[config.mk]
export PLATFORM = sky130hd
export DESIGN_NAME = ram_arbiter
export DESIGN_NICKNAME = d
export VERILOG_FILES = /design/src/rtl/ram_arbiter_pkg.sv /design/src/rtl/ram_arbiter_simple_ram.sv /design/src/rtl/ram_arbiter.sv
export SDC_FILE = /design/constraint.sdc
export NUM_CORES = 1
export LEC_CHECK = 0
export CAP_MARGIN = 15
export CORE_MARGIN = 8
export CORE_UTILIZATION = 30
export DETAILED_ROUTE_END_ITERATION = 7
export PLACE_DENSITY_LB_ADDON = 0.2
export SYNTH_ARGS = -nofsm -noshare
export SYNTH_HDL_FRONTEND = slang
export SYNTH_HIERARCHICAL = 1
export SYNTH_SLANG_ARGS = --single-unit
export TNS_END_PERCENT = 20
[constraint.sdc]
create_clock -name clk -period 2.7 [get_ports clk]
set_input_delay 0.27 -clock clk [delete_from_list [all_inputs] [get_ports clk]]
set_output_delay 0.27 -clock clk [all_outputs]
set_load 0.05 [all_outputs]
[src/rtl/ram_arbiter_pkg.sv]
// Shared definitions for the two-port round-robin RAM arbiter.
// Holds the default geometry, requester count and the request record.
package ram_arbiter_pkg;

  localparam int ADDR_W_DEF = 4;
  localparam int DATA_W_DEF = 8;
  localparam int NUM_REQ    = 2;
  localparam int CNT_W      = 8;

  typedef struct packed {
    logic                  we;
    logic [ADDR_W_DEF-1:0] addr;
    logic [DATA_W_DEF-1:0] wdata;
  } req_t;

endpackage

[src/rtl/ram_arbiter_simple_ram.sv]
// Single-port word memory: synchronous write, asynchronous read.
// Contents are deliberately not reset.
module simple_ram
  import ram_arbiter_pkg::*;
#(
  parameter int ADDR_W = ADDR_W_DEF,
  parameter int DATA_W = DATA_W_DEF
) (
  input  logic              clk,
  input  logic              we,
  input  logic [ADDR_W-1:0] addr,
  input  logic [DATA_W-1:0] wdata,
  output logic [DATA_W-1:0] rdata
);

  logic [DATA_W-1:0] mem [2**ADDR_W];

  always_ff @(posedge clk) begin
    if (we) mem[addr] <= wdata;
  end

  assign rdata = mem[addr];

endmodule

[src/rtl/ram_arbiter.sv]
// Two-requester round-robin front end for simple_ram with zero-wait grant,
// one-cycle read response and per-requester accepted-transfer counters.
module ram_arbiter
  import ram_arbiter_pkg::*;
#(
  parameter int ADDR_W = ADDR_W_DEF,
  parameter int DATA_W = DATA_W_DEF
) (
  input  logic                           clk,
  input  logic                           rst,
  input  logic [NUM_REQ-1:0]             req_valid,
  output logic [NUM_REQ-1:0]             req_ready,
  input  logic [NUM_REQ-1:0]             req_we,
  input  logic [NUM_REQ-1:0][ADDR_W-1:0] req_addr,
  input  logic [NUM_REQ-1:0][DATA_W-1:0] req_wdata,
  output logic [NUM_REQ-1:0]             rsp_valid,
  output logic [DATA_W-1:0]              rsp_rdata,
  output logic [NUM_REQ-1:0][CNT_W-1:0]  acc_cnt
);

  logic                           last_gnt;
  logic                           gnt_idx;
  logic                           accept;
  logic                           sel_we;
  logic [ADDR_W-1:0]              sel_addr;
  logic [DATA_W-1:0]              sel_wdata;
  logic [DATA_W-1:0]              ram_rdata;
  logic [NUM_REQ-1:0]             rsp_valid_q;
  logic [DATA_W-1:0]              rsp_rdata_q;
  logic [NUM_REQ-1:0][CNT_W-1:0]  cnt_q;

  // On a tie the requester that did not win last time gets the grant.
  always_comb begin
    req_ready = '0;
    if (!rst) begin
      if (req_valid == 2'b11) req_ready = last_gnt ? 2'b01 : 2'b10;
      else                    req_ready = req_valid;
    end
  end

  assign accept    = |req_ready;
  assign gnt_idx   = req_ready[1];
  assign sel_we    = req_we[gnt_idx];
  assign sel_addr  = req_addr[gnt_idx];
  assign sel_wdata = req_wdata[gnt_idx];

  simple_ram #(
    .ADDR_W (ADDR_W),
    .DATA_W (DATA_W)
  ) u_ram (
    .clk   (clk),
    .we    (accept & sel_we),
    .addr  (sel_addr),
    .wdata (sel_wdata),
    .rdata (ram_rdata)
  );

  always_ff @(posedge clk) begin
    if (rst) begin
      last_gnt    <= 1'b1;
      rsp_valid_q <= '0;
      rsp_rdata_q <= '0;
      cnt_q       <= '0;
    end else begin
      rsp_valid_q <= (accept && !sel_we) ? req_ready : '0;
      if (accept && !sel_we) rsp_rdata_q <= ram_rdata;
      if (accept) begin
        last_gnt       <= gnt_idx;
        cnt_q[gnt_idx] <= cnt_q[gnt_idx] + CNT_W'(1);
      end
    end
  end

  // Reset masks the registered outputs immediately so a response due in the reset cycle is dropped.
  assign rsp_valid = rst ? '0 : rsp_valid_q;
  assign rsp_rdata = rst ? '0 : rsp_rdata_q;
  assign acc_cnt   = rst ? '0 : cnt_q;

endmodule

==> results.md, run 1 <==
Status:
- The flow ran to the end, and the final reports show no timing, DRC or antenna violations.

Worst setup path:
- The slowest library cell on the worst path is sky130_fd_sc_hd__clkdlybuf4s50_1.
- The critical path goes through clkdlybuf4s50_1, a21bo_2, nor2_4, buf_6, mux2_2, buf_12, buf_4, mux4_2, a22oi_2, nand2_1, mux2_1.
- The critical path is of the input pin to register type.
- The kind of end point of the critical path is a register.
- The number of buffer and inverter stages on the critical path is 4.
- In this run the worst path has a maximum fanout of 19.
- The critical path's largest stage delay is roughly 420 ps.
- Among cell families on the critical path, the largest total delay comes from multiplexers.
- STA puts the critical path data required time at 3000 ps.
- STA classifies the critical path startpoint as an input pin.
- The arrival time at the worst endpoint is 2860 ps.

Logic synthesis:
- The number of instances in the synthesized netlist is 387.
- The largest family of logic cells by synthesized area is multiplexers.
- By area the synthesized netlist is led by sky130_fd_sc_hd__edfxtp_1, sky130_fd_sc_hd__mux4_2, sky130_fd_sc_hd__dfxtp_1, sky130_fd_sc_hd__mux2_2, sky130_fd_sc_hd__nor2b_1.
- The Yosys step of the flow raised 6 warnings.
- For this run, the leading register cell type out of synthesis is sky130_fd_sc_hd__edfxtp_1.
- Counting flops with a built-in enable in the synthesized netlist gives 128.
- The library cell occupying the most area in the post-synthesis netlist is sky130_fd_sc_hd__edfxtp_1.
- The net count after synthesis is 418.
- Of the total synthesized cell area, the portion taken by full adders, half adders and majority gates is 0.00193.
- The complex-gate fraction of the synthesized area is 0.0428.
- In this run the cell area of the synthesized design comes to 6480 um2.
- The area fraction of the dominant cell type after synthesis is 0.593.
- The fraction of the yosys area taken by sequential cells is 0.676.
- Of all flip-flops after synthesis, the portion carrying an async set or reset was 0.
- Each instance of the synthesized netlist takes up on average 16.8 um2.
- Of the total synthesized cell area, the portion taken by AND, OR, NAND and NOR gates is 0.0892.
- After synthesis, the netlist uses 50 different library cells.
- Of the post-synthesis cell area, the part taken by muxes is 0.162.
- Of the total synthesized cell area, the portion taken by XOR and XNOR cells is 0.00811.
- The post-synthesis sequential element count is 155.

Floorplan:
- The number of I/O pins is 58.
- The core region area is about 21,000 um2.
- The y dimension of the die is ~160 um.
- The number of rows created at floorplan is 53.
- The die width is 163 um.
- The initial standard-cell utilization of the core is 0.307.
- The die covers 26,600 um2.

CTS:
- After clock tree synthesis, the setup repair step added 0 buffers.
- The maximum buffer depth of the clock tree is 2.
- The number of clock sinks is 155.
- The count of hold buffers inserted by post-cts repair is 0.
- The number of clock buffers inserted by TritonCTS is 17.
- The later pin in the worst-skew pair is clocked with a latency of 420 ps.
- CTS built an H-tree with a depth of 4.
- Clock-pin slew was measured on the worst setup and hold paths at 60 ps.
- The CTS tree is yes.
- The buffer type at the clock tree root is sky130_fd_sc_hd__clkbuf_16.

GRT:
- In this run the most used layer during global routing was met2.
- In the global route stage, met3 resource usage came out at 0.0316.
- The met1 layer usage reported by global route is 0.151.
- The first global-routing pass estimated between 20,000 and 25,000 um of wire.
- The number of antenna violations at the first check in global routing was 0.
- The met2 track utilization from global routing is 0.204.
- The global-route congestion overflow total is 0.
- The pin count of the biggest net entering global routing is 47.
- The via count of the first global-routing pass was ~4.0k.
- The combined global-route utilization of all metal layers is 0.121.

Job:
- The max-cap violation count is 0.

STA:
- The sum of negative setup slack is 0 ps.
- The final critical delay including setup and external delays is 2560 ps.
- Setup violations remaining at the end of the flow were counted as 0.
- Across the routed clock network, the largest skew measured is 8.38 ps.
- In the finished design, the share of the clock period the worst path needs comes to 0.948.
- Timing would allow up to roughly 0.4 GHz.
- The final-report max-slew violation count is 0.
- Setup repair after global routing left no endpoint under its margin.
- The transition at the pin with the smallest max-transition slack is 880 ps.
- The total count of hold-check failures in the final report is 0.
- In this run the tightest slew margin relative to its limit is 0.411.

Drt:
- The total detailed-routing wirelength is 15,600 um.
- The number of vias per cell is 4.79.
- The remaining antenna violation count is 0.
- The count of unresolved DRC violations after routing is 0.
- The number of DRC markers in iteration 0 is 253.
- The pre-antenna-repair detailed-routing pass consisted of 4 iterations.
- The wire length per cell is 19.8 um.
- Across all layers, the routed design uses 3,770 vias.

Cells and area:
- The net count reported at finish is 530.
- The final non-filler cell total is about 790.
- After routing the design area is between 8000 and 9000 um2.
- The final antenna diode count is 0.
- In the final layout, the share of cells above drive strength 1 is 0.311.
- The area overhead of the layout relative to synthesis is 28.4%.

Placement:
- The instance area after placement is 7720 um2.
- The congestion estimate from routability-driven global placement came to 0.764.
- Counting tap cells, the placed design contains a total of 755 instances.
- The placed wire-length estimate is 11,100 um.
- Port buffering added 57 buffers.

Worst hold path:
- The worst hold path class is input pin to register.

Power and ir drop:
- The worst vdd rail ir drop is 321 uV.
- The areal power density over the cells is 660 nW/um2.
- For this design the static power due to leakage is around 2.9 nW.
[sequential cells by signal, indices dropped and copies added (netlist names)]
signal and cells:
u_ram/mem 128, cnt_q 16, rsp_rdata_q 8, last_gnt 1
rsp_valid_q 2
[placed cells by master (no fill, tap or decap), types with 3 or more instances in the layout]
cell                                n
sky130_fd_sc_hd__inv_1              3
sky130_fd_sc_hd__nor2b_1           26
sky130_fd_sc_hd__dfxtp_1           27
sky130_fd_sc_hd__nand2b_1           4
sky130_fd_sc_hd__nand3_1            5
sky130_fd_sc_hd__clkdlybuf4s50_1   53
sky130_fd_sc_hd__nand3b_1           4
sky130_fd_sc_hd__clkbuf_16         17
sky130_fd_sc_hd__nor2_1            27
sky130_fd_sc_hd__clkinv_4           4
sky130_fd_sc_hd__buf_4             51
sky130_fd_sc_hd__a21oi_1            4
sky130_fd_sc_hd__inv_6              3
sky130_fd_sc_hd__a22oi_1           15
sky130_fd_sc_hd__xor2_1             4
sky130_fd_sc_hd__mux2_2            25
sky130_fd_sc_hd__edfxtp_1         128
sky130_fd_sc_hd__nand2_1           17
sky130_fd_sc_hd__nor3_1             6
sky130_fd_sc_hd__nand4_1            5
sky130_fd_sc_hd__buf_12             3
sky130_fd_sc_hd__mux4_2            32
[synth_stat cells, types with 5 or more instances]
library cell / count
sky130_fd_sc_hd__edfxtp_1: 128
sky130_fd_sc_hd__mux4_2: 32
sky130_fd_sc_hd__dfxtp_1: 27
sky130_fd_sc_hd__nor2_1: 27
sky130_fd_sc_hd__mux2_2: 26
sky130_fd_sc_hd__nor2b_1: 26
sky130_fd_sc_hd__a22oi_1: 17
sky130_fd_sc_hd__nand2_1: 17
sky130_fd_sc_hd__nor3_1: 7
sky130_fd_sc_hd__buf_1: 5
sky130_fd_sc_hd__nand3_1: 5
sky130_fd_sc_hd__nand4_1: 5
[worst min-delay path, cell delays in order]
cell	delay, ps
sky130_fd_sc_hd__dlymetal6s2s_1	130
sky130_fd_sc_hd__o21ai_0	90
sky130_fd_sc_hd__nand2_1	60
[repair_timing]
action                                  in CTS  in global routing
endpoints found under the setup margin       6                  1
pin swaps                                    0                  1
gates resized for setup                      2                  5
[final timing paths]
check,startpoint,cells after the start,slack (ps),endpoint
worst max-delay path,req_valid[0],11,140,rsp_rdata_q[6]
worst min-delay path,req_valid[1],3,180,last_gnt
worst max register to register,last_gnt,10,140,rsp_rdata_q[6]
worst min register to register,cnt_q[7],2,520,cnt_q[7]
[power breakdown]
part / internal (mW) / leakage [nW] / total, mW / switching [mW]
Combinational: 0.246 / 1.20 / 0.543 / 0.297
Clock: 1.37 / 0.277 / 2.30 / 0.937
Sequential: 2.64 / 1.37 / 2.65 / 0.0150
[metal layers]
layer  vias up  share of wire
met3         2          0.053
met2        99           0.50
met5         -              0
met1      1932           0.44
met4         0         0.0035
li1       1737              -
[kinds of logic after synthesis]
| family | count (synthesis) |
|---|---|
| DFF | 155 |
| and+or+nand+nor | 107 |
| AOI/OAI and AO/OA | 35 |
| adders and majority gates | 1 |
| buffers and inverters | 22 |
| xor gates and xnor gates | 6 |
| muxes | 61 |
[area by class of cell]
| cell class | count | area (um2) |
|---|---|---|
| Fill cell | 1965 | 12800 |
| Sequential cell | 155 | 4380 |
| Multi-Input combinational cell | 210 | 1990 |
| Timing Repair Buffer | 111 | 1010 |
| Clock buffer | 19 | 433 |
| Tap cell | 275 | 344 |
| Clock inverter | 13 | 141 |
| Inverter | 4 | 15.0 |
[metrics by stage]
| stage | setup WS [ps] | hold WS, ps | util | power (mW) |
|---|---|---|---|---|
| 2_1_floorplan | -52.8 | 347 | - | 3.02 |
| 3_3_place_gp | -428 | 501 | 0.366 | 3.24 |
| 3_5_place_dp | -489 | 507 | 0.366 | 3.25 |
| 4_1_cts | 34.4 | 455 | 0.394 | 5.56 |
| 5_1_grt | 60.5 | 182 | 0.395 | 5.69 |
| 6_report | 139 | 176 | 0.395 | 5.50 |
No activity file was read; power rests on OpenSTA's default activity.
==> run 2: changes to the inputs <==
SETUP_SLACK_MARGIN = 0.4   (was default)
==> run 2 against run 1 <==
Count of clock-buffer cells in the layout is 1 lower. Via count is 1.1% lower. Wire length is 3.2% lower. Die area stayed put. Sequential power hardly changed. Combinational power is 9.6% higher. First-iteration DRC count is 20% lower. Cell count is 1.1% lower. Core utilization is 1.8 points higher. Worst hold slack better by 120 ps. Critical path depth is 3 lower.
==> results.md, run 2 (synthesis results as in run 1) <==
Status:
- The flow ran to the end, and the final reports show no timing, DRC or antenna violations.

Drt:
- The remaining antenna violation count is 0.
- The routed layout has roughly 3.7k vias.
- The routed design has about 15,000 um of wire.
- The number of vias per cell is 4.79.
- The wire length per cell is 19.4 um.
- The count of unresolved DRC violations after routing is 0.
- The pre-antenna-repair detailed-routing pass consisted of 4 iterations.
- For this block, the initial DRC count from the detailed router was just over 200.

Worst setup path:
- The type of the worst setup path is register to register.
- The most numerous cell type found on the critical path is sky130_fd_sc_hd__mux2_4.
- For the worst flop-to-flop path, the logic depth is 8.
- The kind of end point of the critical path is a register.
- In this run the worst path has a maximum fanout of 8.
- The endpoint identified for the worst register-to-register timing path is rsp_rdata_q[1].
- The worst setup path is launched from a register.
- Among all stages on the critical path, the largest delay is contributed by sky130_fd_sc_hd__mux4_2.
- The data required time at the worst endpoint is roughly 3000 ps.
- The number of buffer and inverter stages on the critical path is 1.
- Traced cell by cell, the critical path runs through a21bo_4, nor2_4, mux2_4, buf_12, mux4_2, a22oi_2, nand2_1, mux2_4.
- The startpoint of the worst register-to-register path is last_gnt.
- The kind of cell with the highest combined delay along the critical path is multiplexers.
- The arrival time at the worst endpoint is 2830 ps.
- The slack of the worst reg-to-reg path is 170 ps.
- The largest single stage delay on the critical path is 440 ps.

Cells and area:
- The top register by number of flip-flops is u_ram/mem.
- After the last flow step, the layout net total stands at 522.
- The largest registers in the layout are u_ram/mem: 128 flops, cnt_q: 16 flops, rsp_rdata_q: 8 flops.
- The top cell types in the final layout, fill and taps aside, are sky130_fd_sc_hd__edfxtp_1, sky130_fd_sc_hd__clkdlybuf4s50_1, sky130_fd_sc_hd__mux4_2, sky130_fd_sc_hd__dfxtp_1.
- Compared with the post-synthesis result, the final layout area differs by 34.2%.
- 0 antenna diodes ended up in the layout.
- The final cell utilization of the core is 0.413.
- Leaving out fill and tap cells, the most frequent cell in the layout is sky130_fd_sc_hd__edfxtp_1.
- In the final layout, the share of cells above drive strength 1 is 0.362.
- The final non-filler cell total is just under 800.
- The number of flip-flops under the largest register name is ~130.
- Counting the fill cells in the layout gives 1,907.

CTS:
- The buffer type at the clock tree root is sky130_fd_sc_hd__clkbuf_16.
- The number of clock sinks is 155.
- The H-tree depth is 4.
- After clock tree synthesis, the clock-pin slew on the worst setup and hold paths is 60 ps.
- Counting along the longest clock path gives a buffer depth of 2.
- TritonCTS built the clock tree.
- The number of clock buffers inserted by TritonCTS is 17.
- For the worst-skew pair, the clock arrives at the later sink with an insertion delay of 420 ps.
- For this design, the CTS-stage hold fixing added 0 buffers.

STA:
- Setup violations remaining at the end of the flow were counted as 0.
- In this run the tightest slew margin relative to its limit is 0.583.
- The total count of hold-check failures in the final report is 0.
- The setup skew after layout is between 10 and 15 ps.
- At the pin with the least slew margin, the transition time is 623 ps.
- The final critical delay including setup and external delays is roughly 2500 ps.
- The highest clock frequency the design can meet is between 0.3 and 0.4 GHz.
- In the finished design, the share of the clock period the worst path needs comes to 0.935.
- The final-report max-slew violation count came to 0.
- Setup repair after global routing could not meet its margin everywhere.

Worst hold path:
- The origin of the worst min-delay path is req_valid[1].
- The number of instances on the worst hold path is 3.
- The path with the worst hold slack has its endpoint at last_gnt.
- The worst hold path class is input pin to register.

GRT:
- Entering global routing, the biggest net connects 29 pins.
- The number of antenna violations at the first check in global routing is 0.
- After global routing the overflow that remains totals 0.
- The wire length of the first global-routing pass is between 20,000 and 25,000 um.
- Across every metal layer, demand over resource in global routing totals 0.116.
- The via count of the first global-routing pass was 3,978.

Placement:
- The placed wire-length estimate is around 11,000 um.
- The global placer's final weighted congestion is roughly 0.78.
- Buffers placed on the I/O ports in this run total 57.
- The cell count after placement is ~740.

Floorplan:
- The die width is 163 um.
- The floorplan step defined a core boundary enclosing 21,100 um2.
- The number of rows created at floorplan is 53.
- For this configuration, the core starts out at a cell density of 0.307.
- The area of the die is between 20,000 and 30,000 um2.
- The number of I/O pins is 58.
- The y dimension of the die is 163 um.

Power and ir drop:
- The worst-case IR drop observed on VDD is 436 uV.
- For this design the static power due to leakage is 2.91 nW.
- The areal power density over the cells is between 600 and 700 nW/um2.

Job:
- The max-cap violation count is 0.
-- run 2: cell type report --
| class | instances | area [um2] | area share |
|---|---|---|---|
| Timing Repair Buffer | 103 | 1180 | 0.136 |
| Multi-Input combinational cell | 210 | 2190 | 0.252 |
| Clock buffer | 18 | 429 | 0.0493 |
| Inverter | 4 | 15.0 | 0.00173 |
| Tap cell | 275 | 344 | 0.0396 |
| Clock inverter | 13 | 151 | 0.0174 |
| Sequential cell | 155 | 4390 | 0.504 |
-- run 2: how the worst max path moves through the flow --
stage,depth (start not counted),startpoint,to
2_1_floorplan,6,last_gnt,u_ram/mem[0][0]
3_3_place_gp,9,req_valid[1],rsp_rdata_q[4]
3_5_place_dp,9,req_valid[1],rsp_rdata_q[2]
4_1_cts,8,last_gnt,rsp_rdata_q[0]
5_1_grt,8,last_gnt,rsp_rdata_q[4]
6_report,8,last_gnt,rsp_rdata_q[1]
-- run 2: power breakdown --
| group | internal, mW | switching, mW |
|---|---|---|
| sequential | 2.64 | 0.0164 |
| combinational | 0.278 | 0.317 |
| clock | 1.44 | 0.899 |
-- run 2: through the flow --
step           setup TNS [ps]  hold WS [ps]  power (mW)  worst slack [ps]  area, um2
4_1_cts                     0           277        5.61               208       8600
3_3_place_gp           -21260           501        3.25              -286       7900
5_1_grt                     0           326        5.77               143       8700
2_1_floorplan               0           347        3.05               274       6630
3_5_place_dp           -27600           509        3.25              -311       7900
6_report                    0           299        5.59               174       8700
-- run 2: worst min-delay path, stage by stage --
cell	delay (ps)
sky130_fd_sc_hd__dlygate4sd2_1	250
sky130_fd_sc_hd__o21ai_0	90
sky130_fd_sc_hd__nand2_1	60
-- run 2: repair_timing --
action	in CTS	in global routing
setup buffers	4	2
pin swaps	4	13
resized for setup	17	14
gates cloned	1	1
setup endpoints to repair	136	138
-- run 2: metal layers --
metal / GRT usage / share of wire
met5: 0 / 0
met4: 0.0288 / 0.0069
met3: 0.0329 / 0.038
met2: 0.198 / 0.51
met1: 0.143 / 0.45
==> run 3: changes to the inputs <==
CAP_MARGIN = default   (was 15)
CORE_UTILIZATION = 50   (was 30)
==> run 3 against run 2 <==
Core utilization up 26 points. Via count up 5.7%. Clock power up 11%. Highest routed layer unchanged. Total power up 4.2%. Largest power group unchanged. Wire length up 1.3%.
==> results.md, run 3 (synthesis results as in run 1) <==
Status:
- The run finished with clean final reports.

Floorplan:
- The number of I/O pins is 58.
- The area of the die is 16,900 um2.
- The number of rows created at floorplan is a little over 40.
- The core region area is 12,600 um2.
- The floorplan step set the die width to 130 um.
- The initial utilization of the core area, before any placement, comes to 0.514.
- The y dimension of the die is 130 um.

Drt:
- Dividing the detail-routed wire length by the instance count gives 22.6 um.
- The number of DRC markers in iteration 0 is 361.
- The count of nets left with antenna violations once routing finished came out at 0.
- The total detailed-routing wirelength is 15,300 um.
- In the routed design, unresolved DRC markers number 0.
- The routed via count is 3,941.
- The first TritonRoute pass finished after 5 iterations.
- The number of vias per cell is 5.83.

Cells and area:
- The register with the most flip-flops in the layout has 128 of them.
- The fraction of layout cells with a size suffix above 1 is 0.357.
- The top register by number of flip-flops is u_ram/mem.
- The area growth from synthesis to layout is 30.9%.
- For this run, the post-layout net count is 522.
- Leaving out fill and tap cells, the most frequent cell in the layout is sky130_fd_sc_hd__edfxtp_1.
- The final cell utilization of the core is 0.672.
- The library cells used most frequently in the layout, excluding fill and tap cells, are sky130_fd_sc_hd__edfxtp_1, sky130_fd_sc_hd__clkdlybuf4s50_1, sky130_fd_sc_hd__mux4_2, sky130_fd_sc_hd__buf_4, sky130_fd_sc_hd__dfxtp_1.
- The finished cells cover 8480 um2.
- The number of antenna diodes in the final layout is 0.
- The final non-filler cell total is 676.
- The largest registers in the layout are u_ram/mem: 128 flops, cnt_q: 16 flops, rsp_rdata_q: 8 flops.

GRT:
- The via count of the first global-routing pass is 4,006.
- The wire length of the first global-routing pass is around 23,000 um.
- The number of antenna violations at the first check in global routing is 0.
- For this run, the total global-route usage over all layers was measured as 0.191.
- The total overflow left after global routing is 0.
- The pin count of the biggest net entering global routing is 27.

Power and ir drop:
- Of the total power, the share spent switching nets is 0.219.
- Of the total power, combinational logic draws 0.099.
- The share of total power dissipated in the clock network is 0.445.
- Total power for the finished layout comes to around 5.8 mW.
- Of the total power, registers draw 0.456.
- The leakage power figure is 2.91 nW.
- The analysis attributes to net switching a power of 1.28 mW.
- The internal cell power is around 4.5 mW.
- The worst vdd rail ir drop is 609 uV.
- Dividing total power by cell area gives a power density of 686 nW/um2.

Placement:
- The number of port buffers is 57.
- The placed instances occupy a cell area of 7630 um2.
- The worst-case setup slack after placement is -295 ps.
- The cell count after placement is 634.
- Detailed placement finished with a half-perimeter wire length of 10,300 um.
- The global placer's final weighted congestion is approximately 0.90.

Worst setup path:
- The endpoint identified for the worst register-to-register timing path is rsp_rdata_q[1].
- The arrival time at the worst endpoint is 2750 ps.
- The worst setup path is captured at a register.
- The startpoint of the worst register-to-register path is last_gnt.
- The critical path is of the register to register type.
- The path depth of the worst reg2reg path is 8.
- The type of element launching the critical path is a register.
- The slack of the worst reg-to-reg path is approximately 260 ps.
- In this run the worst path has a maximum fanout of 10.
- The data required time at the worst endpoint is 3010 ps.

STA:
- The total count of hold-check failures in the final report is 0.
- In the final timing run, aggregate negative setup slack is 0 ps.
- Setup repair after global routing could not meet its margin everywhere.
- The worst slew margin relative to its limit is 0.642.
- The highest clock frequency the design can meet is 0.410 GHz.
- The final-report max-slew violation count is 0.
- Setup violations remaining at the end of the flow were counted as 0.
- The fraction of the cycle the final worst path needs is 0.904.
- The transition at the pin with the smallest max-transition slack is ~530 ps.
- After layout, the minimum clock period comes to 2440 ps.
- On the final layout, the worst hold slack is between 200 and 300 ps.
- The worst-case setup margin in the final layout is 260 ps.
- The setup skew after layout is 4.93 ps.

CTS:
- The clock transition at the registers of the reported paths is roughly 60 ps.
- The buffer type at the clock tree root is sky130_fd_sc_hd__clkbuf_16.
- Counting every sink on the clock net gives between 150 and 200.
- The H-tree depth is 4.
- The CTS tree is yes.
- The number of clock buffers added by TritonCTS is 17.
- At the later pin of the worst-skew pair, clock insertion delay measures 420 ps.
- The maximum buffer depth of the clock tree is 2.

Job:
- The max-cap violation count is 0.

Worst hold path:
- The end of the worst hold path is last_gnt.
- The worst hold path begins at req_valid[1].
- Counting instances, the worst hold path has a depth of 3.
- The path class of the tightest hold or removal check is input pin to register.
==> run 3: power by group through the flow <==
stage | clock, mW | sequential [mW] | combinational, mW
6_report | 2.59 | 2.65 | 0.577
4_1_cts | 2.62 | 2.65 | 0.562
3_5_place_dp | 0 | 2.70 | 0.529
5_1_grt | 2.71 | 2.66 | 0.614
3_3_place_gp | 0 | 2.70 | 0.521
2_1_floorplan | 0 | 2.70 | 0.350
==> run 3: worst max-delay path: stages, from the launching register on <==
cell and delay [ps]:
sky130_fd_sc_hd__dfxtp_4 340, sky130_fd_sc_hd__a21bo_4 220, sky130_fd_sc_hd__nor2_4 150, sky130_fd_sc_hd__mux2_4 390, sky130_fd_sc_hd__buf_12 180, sky130_fd_sc_hd__mux4_2 430, sky130_fd_sc_hd__a22oi_2 260, sky130_fd_sc_hd__nand2_1 90
sky130_fd_sc_hd__mux2_2 260
==> run 3: worst max path at each step <==
stage            startpoint               to  slack, ps
4_1_cts            last_gnt   rsp_rdata_q[4]        300
3_5_place_dp   req_valid[1]   rsp_rdata_q[3]       -290
2_1_floorplan      last_gnt  u_ram/mem[0][0]        270
6_report           last_gnt   rsp_rdata_q[1]        260
5_1_grt            last_gnt   rsp_rdata_q[3]        200
3_3_place_gp   req_valid[1]   rsp_rdata_q[3]       -280
==> run 3: layout make-up <==
class                   count  area, um2
repair buffers            103       1080
multi-input cells         210       2140
clock inverters            15        223
inverters                   4       15.0
flip-flops and latches    155       4390
clock buffers              17        425
fillers                   868       4140
well taps                 172        215
==> run 3: repair_timing <==
action | in CTS | in global routing
pin swaps | 7 | 3
setup endpoints to repair | 82 | 132
cloned | 1 | 1
hold buffers | 0 | 0
buffers inserted | 5 | 3
resized for setup | 17 | 9
==> run 3: metal layers <==
layer	wire length [um]	track usage
met1	6280	0.226
met2	7650	0.326
met3	1140	0.0604
met4	222	0.0615
met5	0	0
==> edit: new RTL, settings of run 1 <==
Register the output `acc_cnt`, without a reset; this adds one clock of latency there. The other outputs are not delayed to match.
--- a/src/rtl/ram_arbiter.sv
+++ b/src/rtl/ram_arbiter.sv
@@ -76,3 +76,5 @@
   assign rsp_rdata = rst ? '0 : rsp_rdata_q;
-  assign acc_cnt   = rst ? '0 : cnt_q;
+  always_ff @(posedge clk) begin
+    acc_cnt <= rst ? '0 : cnt_q;
+  end
 
Function: changed (a bounded check fails within 4 cycles, from zero or initial values and one cycle with rst high).
==> edit against run 1 <==
- cell area is 5.6% higher
- setup slack gained 0.068 ns
- fmax is 2.7% higher
- synthesized cell count grew 14%
- non-clock buffer count increased by 2
- sequential cell count rose by 16
- die area up 4.1%
- power increased by 8.0%
- via count rose by 7.7%
- area after synthesis is 4.5% higher
- largest power group unchanged
- largest cell class unchanged
- global-route usage about the same
- final cell count increased by 8.3%
- count of clock-buffer cells in the layout down 1
- wire length is 6.7% higher
==> edit: results (changes against run 1) <==
placer's final routability congestion estimate=0.859 (+12%); share of cells above drive strength 1=25.2% (-5.8 points); Mapped Cells=442 (+14%); Avg Vias per Cell=4.76 (-0.55%); ranking of synthesized cells by area=edfxtp_1 (57%), dfxtp_1 (13%), mux4_2 (11%); H-tree depth=4 (unchanged); Post-Syn Nets=473 (+13%); vias in the first global route=4183 (+4.9%); Placed Cells=820 (+8.6%); worst reg2reg path depth=11 (+1); CTS Buffer Depth=2 (unchanged); Largest regs=u_ram/mem: 128 flops, acc_cnt: 16 flops, cnt_q: 16 flops; Post-synth ARST share=0% (unchanged); CTS clk-pin slew, worst paths=0.06 ns (about the same); Leak Pwr=3.09 nW (+8.1%); first-pass GRT wire length=25000 um (+4.5%); Crit Path Max Fanout=17 (-2); number of CTS-inserted buffers=17 (unchanged); CP arrival=2.80 ns (-0.06 ns); dpl cell area=8200 um2 (+6.2%); Synth cell types=42 (-16%); slew margin rel.=50.0% (+8.9 points); post-DR wirelength/cell=19.5 um (-1.4%); sequential element share of the synthesized area=69.4% (+1.8 points); worst hold path type=input pin to flop; Clock Skew=0.0114 ns (+0.00307 ns); mux cell area share after synthesis=12.9% (-3.3 points); largest net degree at the start of global routing=41 (-13%); CTS resizes=0 (-2); Post-synth top flop=edfxtp_1; Detail Placement HPWL=11900 um (+7.0%); Buffers on Ports=57 (unchanged); WHS Path Cells=2 (-1); Iter 0 DRT Violations=243 (-4.0%); setup slack at placement=-0.307 ns (+0.182 ns); root buffer cell=clkbuf_16; outcome=finished, final reports clean; clk_lat worst skew=0.42 ns (about the same); xor and xnor fraction of the mapped netlist area=0.905% (+0.094 points); compound-gate portion of the synthesized area=4.32% (+0.037 points); DR pass1 iterations=5 (+1); Synth top cells by count=edfxtp_1 (128), nand2_1 (62), dfxtp_1 (43), mux4_2 (32), nor2_1 (31); Nets=585 (+10%); Layout Cells excl Fill=852 (+8.3%); Post-synth EDFFs=128 (unchanged); # Post-CTS Setup Buffers=0 (unchanged); initial antenna violation count=0 (unchanged); Synth Warn #=6 (unchanged); Antenna Diode Count=0 (unchanged); Max IR drop VDD=0.372 mV (+16%); final setup TNS=0 ns (unchanged); Synth Area in Adders=0.185% (-0.0083 points); gr usage total=12.1% (+0.033 points)
-- edit: layout make-up --
cell class / count / area [um2]
multi-input cells: 247 / 1970
clock buffers: 18 / 429
fillers: 2091 / 13600
clock inverters: 14 / 158
flip-flops and latches: 171 / 4700
inverters: 4 / 15.0
well taps: 285 / 357
repair buffers: 113 / 1160
-- edit: path summary, 6_finish.rpt --
| kind | from | slack [ns] | to |
|---|---|---|---|
| setup / recovery | req_valid[1] | 0.21 | rsp_rdata_q[0]$_SDFFE_PP0P_ |
| setup reg to reg | last_gnt$_SDFFE_PP1P_ | 0.28 | rsp_rdata_q[0]$_SDFFE_PP0P_ |
| hold / removal | req_we[1] | 0.46 | rsp_valid_q[1]$_SDFF_PP0_ |
| hold reg to reg | cnt_q[0]$_SDFFE_PP0P_ | 0.49 | acc_cnt[0]$_SDFF_PP0_ |
-- edit: cells by family (layout without fill, tap and decap cells) --
| kind of cell | count (synthesis) | count (layout) |
|---|---|---|
| AO/OA/AOI/OAI | 44 | 44 |
| XOR/XNOR | 7 | 7 |
| adder cells (fa/ha/maj) | 1 | 1 |
| buffers and inverters | 24 | 149 |
| flip-flops | 171 | 171 |
| multiplexers | 46 | 46 |
| AND/OR/NAND/NOR | 149 | 149 |
-- edit: report_power, final --
group          internal (mW)  leakage [nW]  switching (mW)
clock                   1.38         0.279            1.03
combinational          0.279          1.30           0.345
sequential              2.89          1.50          0.0200
total                   4.55          3.09            1.39
-- edit: metal layers --
layer	vias up	global-route usage (%)	wire [um]
met3	13	3.38	661
met5	-	0	0
met2	82	21.5	8820
li1	1891	-	-
met1	2073	14.0	6920
met4	0	4.00	248
-- edit: critical path: stages --
cell,delay (ns)
clkdlybuf4s50_1,0.50
a21boi_2,0.21
nand2_2,0.11
inv_2,0.07
nand2_1,0.06
nand2_2,0.12
buf_12,0.20
buf_4,0.17
mux4_2,0.48
a22oi_1,0.22
nand2_1,0.09
mux2_1,0.29
